### src/rtl/pulse_sequencer.sv
// Table-driven pulse train generator: each profile entry emits `reps` pulses of
// `high` cycles on followed by `low` cycles off, walking num_entries entries.
module pulse_sequencer #(
    parameter int COUNTBW = 20,
    parameter int DEPTH   = 4,
    parameter int ADDRW   = 2,
    parameter int REPW    = 8
) (
    input  logic               CLK,
    input  logic               RST,
    input  logic               locked,
    input  logic               start,
    input  logic               abort,
    input  logic               loop,
    input  logic [ADDRW:0]     num_entries,
    input  logic               wr_en,
    input  logic [ADDRW-1:0]   wr_addr,
    input  logic [COUNTBW-1:0] wr_high,
    input  logic [COUNTBW-1:0] wr_low,
    input  logic [REPW-1:0]    wr_reps,
    output logic               so,
    output logic               busy,
    output logic               done,
    output logic [ADDRW-1:0]   cur_entry,
    output logic [REPW-1:0]    cur_rep
);

    typedef enum logic [2:0] {
        S_IDLE,
        S_LOAD,
        S_HIGH,
        S_LOW,
        S_DONE
    } state_t;

    state_t state_reg, state_next;

    logic [COUNTBW-1:0] tbl_high [DEPTH];
    logic [COUNTBW-1:0] tbl_low  [DEPTH];
    logic [REPW-1:0]    tbl_reps [DEPTH];

    logic [COUNTBW-1:0] high_reg, low_reg;
    logic [REPW-1:0]    reps_reg;
    logic [COUNTBW-1:0] cnt_reg, cnt_next;
    logic [ADDRW-1:0]   entry_reg, entry_next;
    logic [REPW-1:0]    rep_reg, rep_next;
    logic               so_reg, so_next;
    logic               busy_reg, busy_next;
    logic               done_reg, done_next;

    logic [COUNTBW-1:0] sel_high;
    logic [REPW-1:0]    sel_reps;
    logic [ADDRW:0]     entry_inc;
    logic [REPW:0]      rep_inc;
    logic               start_ok;
    logic               last_entry;
    logic               pulse_end;
    logic               advance;

    // Each table entry is its own register so reset can clear the whole profile.
    generate
        for (genvar gi = 0; gi < DEPTH; gi++) begin : g_tbl
            always_ff @(posedge CLK or posedge RST) begin
                if (RST) begin
                    tbl_high[gi] <= '0;
                    tbl_low[gi]  <= '0;
                    tbl_reps[gi] <= '0;
                end else if (wr_en && wr_addr == ADDRW'(gi)) begin
                    tbl_high[gi] <= wr_high;
                    tbl_low[gi]  <= wr_low;
                    tbl_reps[gi] <= wr_reps;
                end
            end
        end
    endgenerate

    assign sel_high   = tbl_high[entry_reg];
    assign sel_reps   = tbl_reps[entry_reg];
    assign entry_inc  = {1'b0, entry_reg} + (ADDRW+1)'(1);
    assign rep_inc    = {1'b0, rep_reg} + (REPW+1)'(1);
    assign last_entry = !(entry_inc < num_entries);
    assign start_ok   = start && (num_entries != '0) && (num_entries <= (ADDRW+1)'(DEPTH));

    always_ff @(posedge CLK or posedge RST) begin
        if (RST) begin
            state_reg <= S_IDLE;
            high_reg  <= '0;
            low_reg   <= '0;
            reps_reg  <= '0;
            cnt_reg   <= '0;
            entry_reg <= '0;
            rep_reg   <= '0;
            so_reg    <= 1'b0;
            busy_reg  <= 1'b0;
            done_reg  <= 1'b0;
        end else begin
            state_reg <= state_next;
            cnt_reg   <= cnt_next;
            entry_reg <= entry_next;
            rep_reg   <= rep_next;
            so_reg    <= so_next;
            busy_reg  <= busy_next;
            done_reg  <= done_next;
            // Snapshot so later table writes only affect the next LOAD of this entry.
            if (state_reg == S_LOAD) begin
                high_reg <= sel_high;
                low_reg  <= tbl_low[entry_reg];
                reps_reg <= sel_reps;
            end
        end
    end

    always_comb begin
        state_next = state_reg;
        cnt_next   = cnt_reg;
        entry_next = entry_reg;
        rep_next   = rep_reg;
        pulse_end  = 1'b0;
        advance    = 1'b0;

        case (state_reg)
            S_IDLE: begin
                if (start_ok) begin
                    state_next = S_LOAD;
                    entry_next = '0;
                    rep_next   = '0;
                    cnt_next   = '0;
                end
            end
            S_LOAD: begin
                if (abort) begin
                    state_next = S_DONE;
                end else if (sel_high == '0 || sel_reps == '0) begin
                    advance = 1'b1;
                end else begin
                    state_next = S_HIGH;
                    cnt_next   = '0;
                end
            end
            S_HIGH: begin
                if (abort) begin
                    state_next = S_DONE;
                    cnt_next   = '0;
                end else if (cnt_reg == high_reg - COUNTBW'(1)) begin
                    if (low_reg == '0) begin
                        pulse_end = 1'b1;
                    end else begin
                        state_next = S_LOW;
                        cnt_next   = '0;
                    end
                end else begin
                    cnt_next = cnt_reg + COUNTBW'(1);
                end
            end
            S_LOW: begin
                if (abort) begin
                    state_next = S_DONE;
                    cnt_next   = '0;
                end else if (cnt_reg == low_reg - COUNTBW'(1)) begin
                    pulse_end = 1'b1;
                end else begin
                    cnt_next = cnt_reg + COUNTBW'(1);
                end
            end
            S_DONE: begin
                state_next = S_IDLE;
            end
            default: begin
                state_next = S_IDLE;
            end
        endcase

        // Back-to-back pulses re-enter HIGH directly, keeping so continuous when low=0.
        if (pulse_end) begin
            cnt_next = '0;
            if (rep_inc < {1'b0, reps_reg}) begin
                state_next = S_HIGH;
                rep_next   = rep_inc[REPW-1:0];
            end else begin
                advance = 1'b1;
            end
        end

        if (advance) begin
            rep_next = '0;
            cnt_next = '0;
            if (!last_entry) begin
                state_next = S_LOAD;
                entry_next = entry_inc[ADDRW-1:0];
            end else if (loop) begin
                state_next = S_LOAD;
                entry_next = '0;
            end else begin
                state_next = S_DONE;
            end
        end

        // Losing the clock qualifier drops straight to idle without a done strobe.
        if (!locked) begin
            state_next = S_IDLE;
            entry_next = '0;
            rep_next   = '0;
            cnt_next   = '0;
        end
    end

    always_comb begin
        so_next   = (state_next == S_HIGH);
        busy_next = (state_next == S_LOAD) || (state_next == S_HIGH) || (state_next == S_LOW);
        done_next = (state_next == S_DONE);
    end

    assign so        = so_reg;
    assign busy      = busy_reg;
    assign done      = done_reg;
    assign cur_entry = entry_reg;
    assign cur_rep   = rep_reg;

endmodule
### config.mk
export PLATFORM = sky130hd
export DESIGN_NAME = pulse_sequencer
export DESIGN_NICKNAME = d
export VERILOG_FILES = /design/src/rtl/pulse_sequencer.sv
export SDC_FILE = /design/constraint.sdc
export NUM_CORES = 1
export LEC_CHECK = 0
export CAP_MARGIN = 10
export CORE_MARGIN = 3
export CORE_UTILIZATION = 40
export CTS_CLUSTER_SIZE = 8
export DETAILED_ROUTE_END_ITERATION = 12
export PLACE_DENSITY = 0.54
export SYNTH_ARGS = -nofsm -noshare
export SYNTH_HDL_FRONTEND = slang
export SYNTH_SLANG_ARGS = --single-unit
### constraint.sdc
create_clock -name CLK -period 12.28 [get_ports CLK]
set_clock_uncertainty 0.1 [all_clocks]
set_input_delay 2.456 -clock CLK [delete_from_list [all_inputs] [get_ports CLK]]
set_output_delay 2.456 -clock CLK [all_outputs]
set_load 0.02 [all_outputs]
### Yosys cells after proc, flatten, opt, wreduce, memory -nomap -nowiden

Index checks and enable logic that the tools add are counted.
W data, S select, Z words.

* register bits after elaboration: 276
* input bits: 60
* output and inout port bits: 13
* logic and storage cells: 124

* add/subtract/negate cells: 5
* order comparisons: 4
* equal/unequal tests: 18
* mux-type cells: 58
* bitwise operators: 1
* reductions and logical operators: 16

Operators with widths (count)
* $mux W20: 15
* $bmux W20 S2: 2
* $pmux W20 S4: 1
* $mux W8: 8
* $eq A20 B20 Y1: 2
* $logic_not A20 Y1: 2
* $sub A20 B1 Y20 const B: 2
* $mux W3: 13
* $add A20 B1 Y20 const B: 1
* $bmux W8 S2: 1
* $ne A5 B5 Y1 const B: 3
* $eq A3 B2 Y1 const B: 4
* $mux W2: 6
* $pmux W3 S4: 1
* $mux W1: 10
* $add A8 B1 Y9 const B: 1
* $lt A9 B8 Y1: 1
* $logic_not A8 Y1: 1
* $ne A7 B1 Y1 const B: 1
* $ne A7 B7 Y1 const B: 1
* $eq A3 B1 Y1 const B: 2
* $logic_and A1 B1 Y1: 6
* $ne A6 B6 Y1 const B: 1
* $reduce_and A6 Y1: 1
* 13 further kinds: 16

### Longest topological paths before layout

Gate-level depths: netlist (run 1).

* word-level depth: 16
* gate-level depth with buffers: 14
* depth with buffers taken out: 13

### Worst setup path after synthesis (run 1)

Ideal clock, no wire load.

* kind: input to register
* start: in wr_addr[1]
* end: reg tbl_low[60] in the netlist's numbering
* setup time: 0.125 ns
* arrival: 3.802 ns
* data required time: 12.055 ns
* slack: 8.253 ns
* stages on the path: 4
* path buffers: 2
* cells stage by stage: nor3b_1 clkbuf_1 buf_1 mux2_2

* cells in the longest elaborated chain, start to end: 2

RTL lines
* from (decl): RTL line 17 `input logic [ADDRW-1:0] wr_addr,`
* $logic_not A2 Y1: RTL line 68 `end else if (wr_en && wr_addr == ADDRW'(gi)) begin`
* $logic_and A1 B1 Y1: RTL line 68
* to (signal, indexed assignment): RTL line 70 `tbl_low[gi] <= wr_low;`
* to (decl): RTL line 39 `logic [COUNTBW-1:0] tbl_low [DEPTH];`

No other way between the ends.
A chain may end at the register's enable or synchronous reset.

### Worst setup path after layout (run 1)

* start: reg entry_reg[1] (netlist: cur_entry[1])
* end: out cur_entry[1]

RTL lines
* from (decl): RTL line 45 `logic [ADDRW-1:0] entry_reg, entry_next;`
* from (signal assigned): RTL line 99 `entry_reg <= entry_next;`
* to (decl): RTL line 24 `output logic [ADDRW-1:0] cur_entry,`

No word-level cell between the ends.

==> flow_metrics.py, run 1 <==
metrics = {
    "outcome": {
        "status": "finished, final reports clean",
    },
    "global_routing": {
        "grt_max_degree": 86,
        "grt_pass1_vias": 9151,
        "grt_usage_pct": 18.8,
        "antenna_found_initial": 0,
        "grt_pass1_wl_mm": 54.0,
        "grt.overflow.total": 0,
    },
    "detailed_routing": {
        "dr.pass1.iters": 4,
        "routed_wl_mm": 33.6,
        "via_per_inst": 5.62,
        "drt_iter0_drc": 472,
        "routedWlPerCell_um": 21.1,
        "ant_nets": 0,
        "drc": 0,
        "vias": 8952,
    },
    "yosys": {
        "synth-xor-area-share_pct": 3.35,
        "syn_nets": 1152,
        "synthMuxAreaShare_pct": 26.6,
        "netlist_area_um2": 13800,
        "synth.top_cell.area_share_pct": 49.9,
        "synth_top_area_cell": "dfrtp_1",
        "synthFlopType": "dfrtp_1",
        "syn_area_per_cell_um2": 12.9,
        "synth_compound_area_share_pct": 6.33,
        "ys_ff_latch": 276,
        "yosys.area_share.adder_pct": 1.36,
        "synth_top_family_by_area": "multiplexers",
        "ys_warn_count": 0,
        "netlist_instances": 1077,
        "synth_edf_count": 0,
        "synth.area.top_cells": "dfrtp_1 50%, mux2_2 19%, mux4_2 7.8%, xnor2_1 2.0%, o21ai_0 1.6%",
        "ys_seq_area_share_pct": 49.9,
        "synth-simple-area-share_pct": 9.82,
        "synthArstFlopShare_pct": 100,
        "synth_cell_types": 72,
    },
    "flow_run": {
        "drv_cap": 0,
    },
    "timing": {
        "clock.fmax_mhz": 191,
        "finalHoldViolCount": 0,
        "setup_violations": 0,
        "finalCritPeriodShare_pct": 42.6,
        "worst_slew_pin_slew_ns": 1.02,
        "relSlewSlack_pct": 31.4,
        "rsz0062_at_grt": "no",
        "slew_violations": 0,
        "period_minus_slack_ns": 5.24,
        "timing.setup.tns_ns": 0,
    },
    "clock_network": {
        "clkTransAtPathRegs_ns": 0.05,
        "htree_levels": 2,
        "cts_resized": 0,
        "cts_made_buffers": 40,
        "clk-insertion-delay-late_ns": 0.52,
        "post_cts_buffers": 0,
        "hold_buffers": 0,
        "clock-root-buffer": "clkbuf_16",
        "cts_tree": "done",
        "cts.sinks": 276,
        "clockBufferDepth": 3,
    },
    "power": {
        "peakVddDrop_mv": 0.111,
        "p_total_uw": 2830,
        "leakage_uw": 0.00654,
        "power.density_nw_per_um2": 176,
    },
    "final_layout": {
        "areaGrowthSynthToFinish_pct": 15.9,
        "fillers": 3063,
        "largestRegisters": "tbl_high (80), tbl_low (80), tbl_reps (32)",
        "seq_area_um2": 6910,
        "multiInputGateArea_um2": 6580,
        "drive_above_1_share_pct": 31.5,
        "final_cell_mix": "274 x dfrtp_1, 229 x mux2_2, 72 x clkdlybuf4s50_1",
        "fin_nets": 1216,
        "diodes": 0,
        "layout_commonest_cell": "dfrtp_1",
    },
    "worst_setup_path": {
        "path_cells": "buf_4, buf_4, clkdlybuf4s50_1",
        "end_kind": "output pin",
        "critical_path.slowest_cell": "clkdlybuf4s50_1",
        "required_ns": 9.72,
        "cp_common_cell": "buf_4",
        "path_max_fanout": 28,
        "critPathLaunchType": "flop",
        "critical_path_arrival_ns": 2.68,
        "critPathKind": "flop to output pin",
        "max_stage_delay_ns": 0.73,
    },
    "floorplanning": {
        "initial_core_util_pct": 41.0,
        "ios": 73,
        "std_cell_rows": 67,
        "die_area_um2": 36900,
        "core_um2": 33800,
        "die_h_um": 192,
        "die_w_um": 192,
    },
    "hold_path": {
        "holdCritPathClass": "flop to flop",
    },
    "placement": {
        "place.port_buffers": 72,
        "post-dp-hpwl_mm": 22.1,
        "gp_congestion": 0.833,
    },
}
-- critical path, delay by kind of cell, from the launching register on --
kind | cells | cell delay (ns)
buf+inv | 3 | 1.66
flops | 1 | 0.46
-- cells in the mapped netlist (17+ instances only) --
library cell and n:
dfrtp_1 276, mux2_2 229, mux4_2 48, clkbuf_1 43, o21ai_0 43, nand2_1 42
xnor2_1 31, inv_1 28, nand3_1 24, nor2_1 24, xor2_1 22, a21oi_1 18
nor4_1 18, nor3_1 17
-- final cells by class --
cell class	count	share of cell area (%)
repair buffers	84	5.06
inverters	28	0.702
multi-input cells	711	41.0
clock buffers	44	6.34
clock inverters	3	0.281
well taps	448	3.50
flip-flops and latches	276	43.1
-- logic make-up (layout without fill, tap and decap cells) --
logic type | after synthesis | count (layout)
AND/OR/NAND/NOR | 232 | 232
adder cells (fa/ha/maj) | 15 | 15
flip-flops | 276 | 276
AO/OA/AOI/OAI | 132 | 132
buffers and inverters | 90 | 159
multiplexers | 279 | 279
XOR/XNOR | 53 | 53
-- per-layer routing --
| layer | GRT usage [%] | routed length, µm | up-vias |
|---|---|---|---|
| met5 | 0 | 0 | - |
| met4 | 3.59 | 474 | 0 |
| met3 | 3.01 | 1450 | 38 |
| met2 | 28.2 | 15000 | 182 |
| met1 | 29.0 | 16700 | 4630 |
| li1 | - | - | 4102 |
-- power by group --
| group | switching [µW] | internal (µW) |
|---|---|---|
| clock | 383 | 580 |
| sequential | 180 | 1100 |
| combinational | 266 | 321 |
| total | 829 | 2000 |
-- worst paths after layout --
path	slack [ns]	end	depth (start not counted)	start
setup / recovery	7.04	cur_entry[1]	3	cur_entry[1]$_DFF_PP0_
setup reg to reg	7.39	cnt_reg[5]$_DFFE_PP0P_	11	cur_entry[1]$_DFF_PP0_
hold / removal	0.40	tbl_low[8]$_DFFE_PP0P_	1	tbl_low[8]$_DFFE_PP0P_
hold reg to reg	0.40	tbl_low[8]$_DFFE_PP0P_	1	tbl_low[8]$_DFFE_PP0P_
max in group asynchronous	8.34	tbl_reps[19]$_DFFE_PP0P_	3	RST
min in group asynchronous	2.34	tbl_high[51]$_DFFE_PP0P_	2	RST
-- metrics by stage --
step                hold slack (ns)  std cells  setup WS (ns)  util, %  instance area (µm²)
finish                        0.395       1594           7.04     47.5                16000
global route                  0.406       1594           6.90     47.5                16000
CTS                           0.399       1594           6.98     47.5                16000
detailed placement            0.388       1547           7.33     44.3                15000
global placement              0.383       1547           7.34     44.3                15000
floorplan                     0.374       1077           2.12        -                13800
Note: power is estimated with default switching activity, not from simulation.
==> run 2: changes to the inputs <==
==> constraint.sdc (replaced) <==
create_clock -name CLK -period 5.3 [get_ports CLK]
set_clock_uncertainty 0.1 [all_clocks]
set_input_delay 1.06 -clock CLK [delete_from_list [all_inputs] [get_ports CLK]]
set_output_delay 1.06 -clock CLK [all_outputs]
set_load 0.02 [all_outputs]
==> run 2 against run 1 <==
Non-clock buffer count is 5 higher. Setup slack got worse by 5.9 ns. Critical endpoint is now cur_entry[1]$_DFF_PP0_. Highest routed layer unchanged. Register-to-register slack got worse by 6.2 ns. Critical path type is now flop to flop. Clock power grew 140%. Worst hold slack gained 0.0014 ns.
==> flow_metrics.py, run 2 (same netlist as run 1, synthesis figures left out) <==
metrics = {
    "clock_network": {
        "clkTransAtPathRegs_ns": 0.05,
        "cts_resized": 0,
        "cts.sinks": 276,
        "clk-insertion-delay-late_ns": 0.53,
        "cts_made_buffers": 40,
        "clockBufferDepth": 3,
        "cts_tree": "done",
        "post_cts_buffers": 0,
        "hold_buffers": 0,
        "clock-root-buffer": "clkbuf_16",
        "htree_levels": 2,
    },
    "timing": {
        "timing.setup.tns_ns": 0,
        "worst_slew_pin_slew_ns": 1.02,
        "finalHoldViolCount": 0,
        "rsz0062_at_grt": "no",
        "period_minus_slack_ns": 4.12,
        "relSlewSlack_pct": 31.9,
        "slew_violations": 0,
        "setup_violations": 0,
        "clock.fmax_mhz": 243,
        "finalCritPeriodShare_pct": 77.7,
    },
    "worst_setup_path": {
        "end_kind": "flop",
        "critical_path.slowest_cell": "or4_4",
        "critical_path_arrival_ns": 4.35,
        "max_stage_delay_ns": 0.59,
        "required_ns": 5.54,
        "critPathLaunchType": "flop",
        "path_cells": "inv_1, ha_1, or4b_4, nor4_4, o21a_1, o32ai_1, or4_4, o32ai_4, a21oi_2, or3b_1, o21ai_0",
        "path_max_fanout": 7,
        "critPathKind": "flop to flop",
    },
    "final_layout": {
        "layout_commonest_cell": "dfrtp_1",
        "design_area_um2": 16100,
        "fin_nets": 1221,
        "diodes": 0,
        "fillers": 3015,
        "drive_above_1_share_pct": 31.8,
        "final_cells": 1599,
        "final_cell_mix": "274 x dfrtp_1, 229 x mux2_2, 72 x clkdlybuf4s50_1",
        "areaGrowthSynthToFinish_pct": 16.4,
        "largestRegisters": "tbl_high (80), tbl_low (80), tbl_reps (32)",
    },
    "hold_path": {
        "holdCritPathClass": "flop to flop",
    },
    "floorplanning": {
        "die_area_um2": 36900,
        "core_um2": 33800,
        "std_cell_rows": 67,
        "initial_core_util_pct": 41.0,
        "die_h_um": 192,
        "ios": 73,
        "die_w_um": 192,
    },
    "global_routing": {
        "grt_max_degree": 113,
        "grt_usage_pct": 18.6,
        "grt_pass1_vias": 9103,
        "grt.overflow.total": 0,
        "grt_pass1_wl_mm": 53.5,
        "antenna_found_initial": 1,
    },
    "power": {
        "pwr-share-comb_pct": 20.7,
        "p_total_uw": 6590,
        "leakage_uw": 0.00658,
        "p_int_uw": 4650,
        "power.switching_uw": 1930,
        "sw_frac_of_total_pct": 29.4,
        "power.density_nw_per_um2": 409,
        "power_frac_seq_pct": 45.0,
        "power.share.clock_pct": 34.4,
        "peakVddDrop_mv": 0.218,
    },
    "detailed_routing": {
        "drc": 0,
        "routed_wl_mm": 33.4,
        "ant_nets": 0,
        "dr.pass1.iters": 5,
        "vias": 8919,
        "via_per_inst": 5.58,
        "drt_iter0_drc": 444,
        "routedWlPerCell_um": 20.9,
    },
    "flow_run": {
        "drv_cap": 0,
    },
    "placement": {
        "dpl-instance-area_um2": 15000,
        "place.port_buffers": 72,
        "dp_cells": 1552,
        "post-dp-hpwl_mm": 22.7,
        "gp_congestion": 0.868,
    },
    "outcome": {
        "status": "finished, final reports clean",
    },
}
==> run 2: cell count changes in the layout (fill, tap and decap cells not counted) <==
cell / delta
dfrtp_2: -1
inv_6: -1
buf_4: +3
clkinv_8: -1
dfrtp_4: +1
inv_8: -1
clkbuf_8: +1
clkinv_16: +1
clkinvlp_4: +1
buf_12: +2
==> run 2: stage by stage <==
step	setup slack [ns]	hold slack (ns)	util (%)
final	1.18	0.397	47.7
after global routing	0.957	0.409	47.7
after detailed placement	1.18	0.387	44.5
after CTS	1.15	0.399	47.7
after global placement	1.17	0.382	44.5
after floorplan	0.489	0.374	-
==> run 2: power groups by stage <==
stage	combinational (µW)	sequential (µW)	clock (µW)
5_1_grt	1510	3030	2420
4_1_cts	1370	2960	2340
3_5_place_dp	1370	2990	0
2_1_floorplan	1130	2800	0
3_3_place_gp	1350	2990	0
6_report	1360	2960	2270
==> run 2: critical path: cells and delay by family, from the launching register on <==
family / cells / cell delay (ns)
fa+ha+maj: 1 / 0.28
compound gates: 5 / 1.13
buf+inv: 1 / 0.14
flops: 1 / 0.42
simple gates: 4 / 1.87
==> run 2: layout make-up <==
class	instances	area (µm²)	area share [%]
Clock inverter	2	50.0	0.311
Timing Repair Buffer	89	873	5.42
Clock buffer	45	1030	6.39
Tap cell	448	561	3.48
Sequential cell	276	6910	42.9
Inverter	28	109	0.675
Multi-Input combinational cell	711	6580	40.8
==> run 2: final timing paths <==
| kind | from | end | slack [ns] | cells past startpoint |
|---|---|---|---|---|
| min reg2reg | tbl_low[57]$_DFFE_PP0P_ | tbl_low[57]$_DFFE_PP0P_ | 0.40 | 1 |
| min | tbl_low[57]$_DFFE_PP0P_ | tbl_low[57]$_DFFE_PP0P_ | 0.40 | 1 |
| min in group asynchronous | RST | tbl_high[4]$_DFFE_PP0P_ | 0.85 | 2 |
| max reg2reg | high_reg[0]$_DFFE_PP0P_ | cur_entry[1]$_DFF_PP0_ | 1.18 | 11 |
| max | high_reg[0]$_DFFE_PP0P_ | cur_entry[1]$_DFF_PP0_ | 1.18 | 11 |
| max in group asynchronous | RST | cur_entry[0]$_DFF_PP0_ | 3.22 | 3 |
==> run 2: metal layers <==
metal | up-vias | share of wire (%) | global-route usage, %
met5 | - | 0 | 0
met4 | 0 | 1.7 | 4.40
met3 | 40 | 3.9 | 2.92
met2 | 157 | 45 | 28.0
met1 | 4603 | 50 | 28.3
li1 | 4119 | - | -
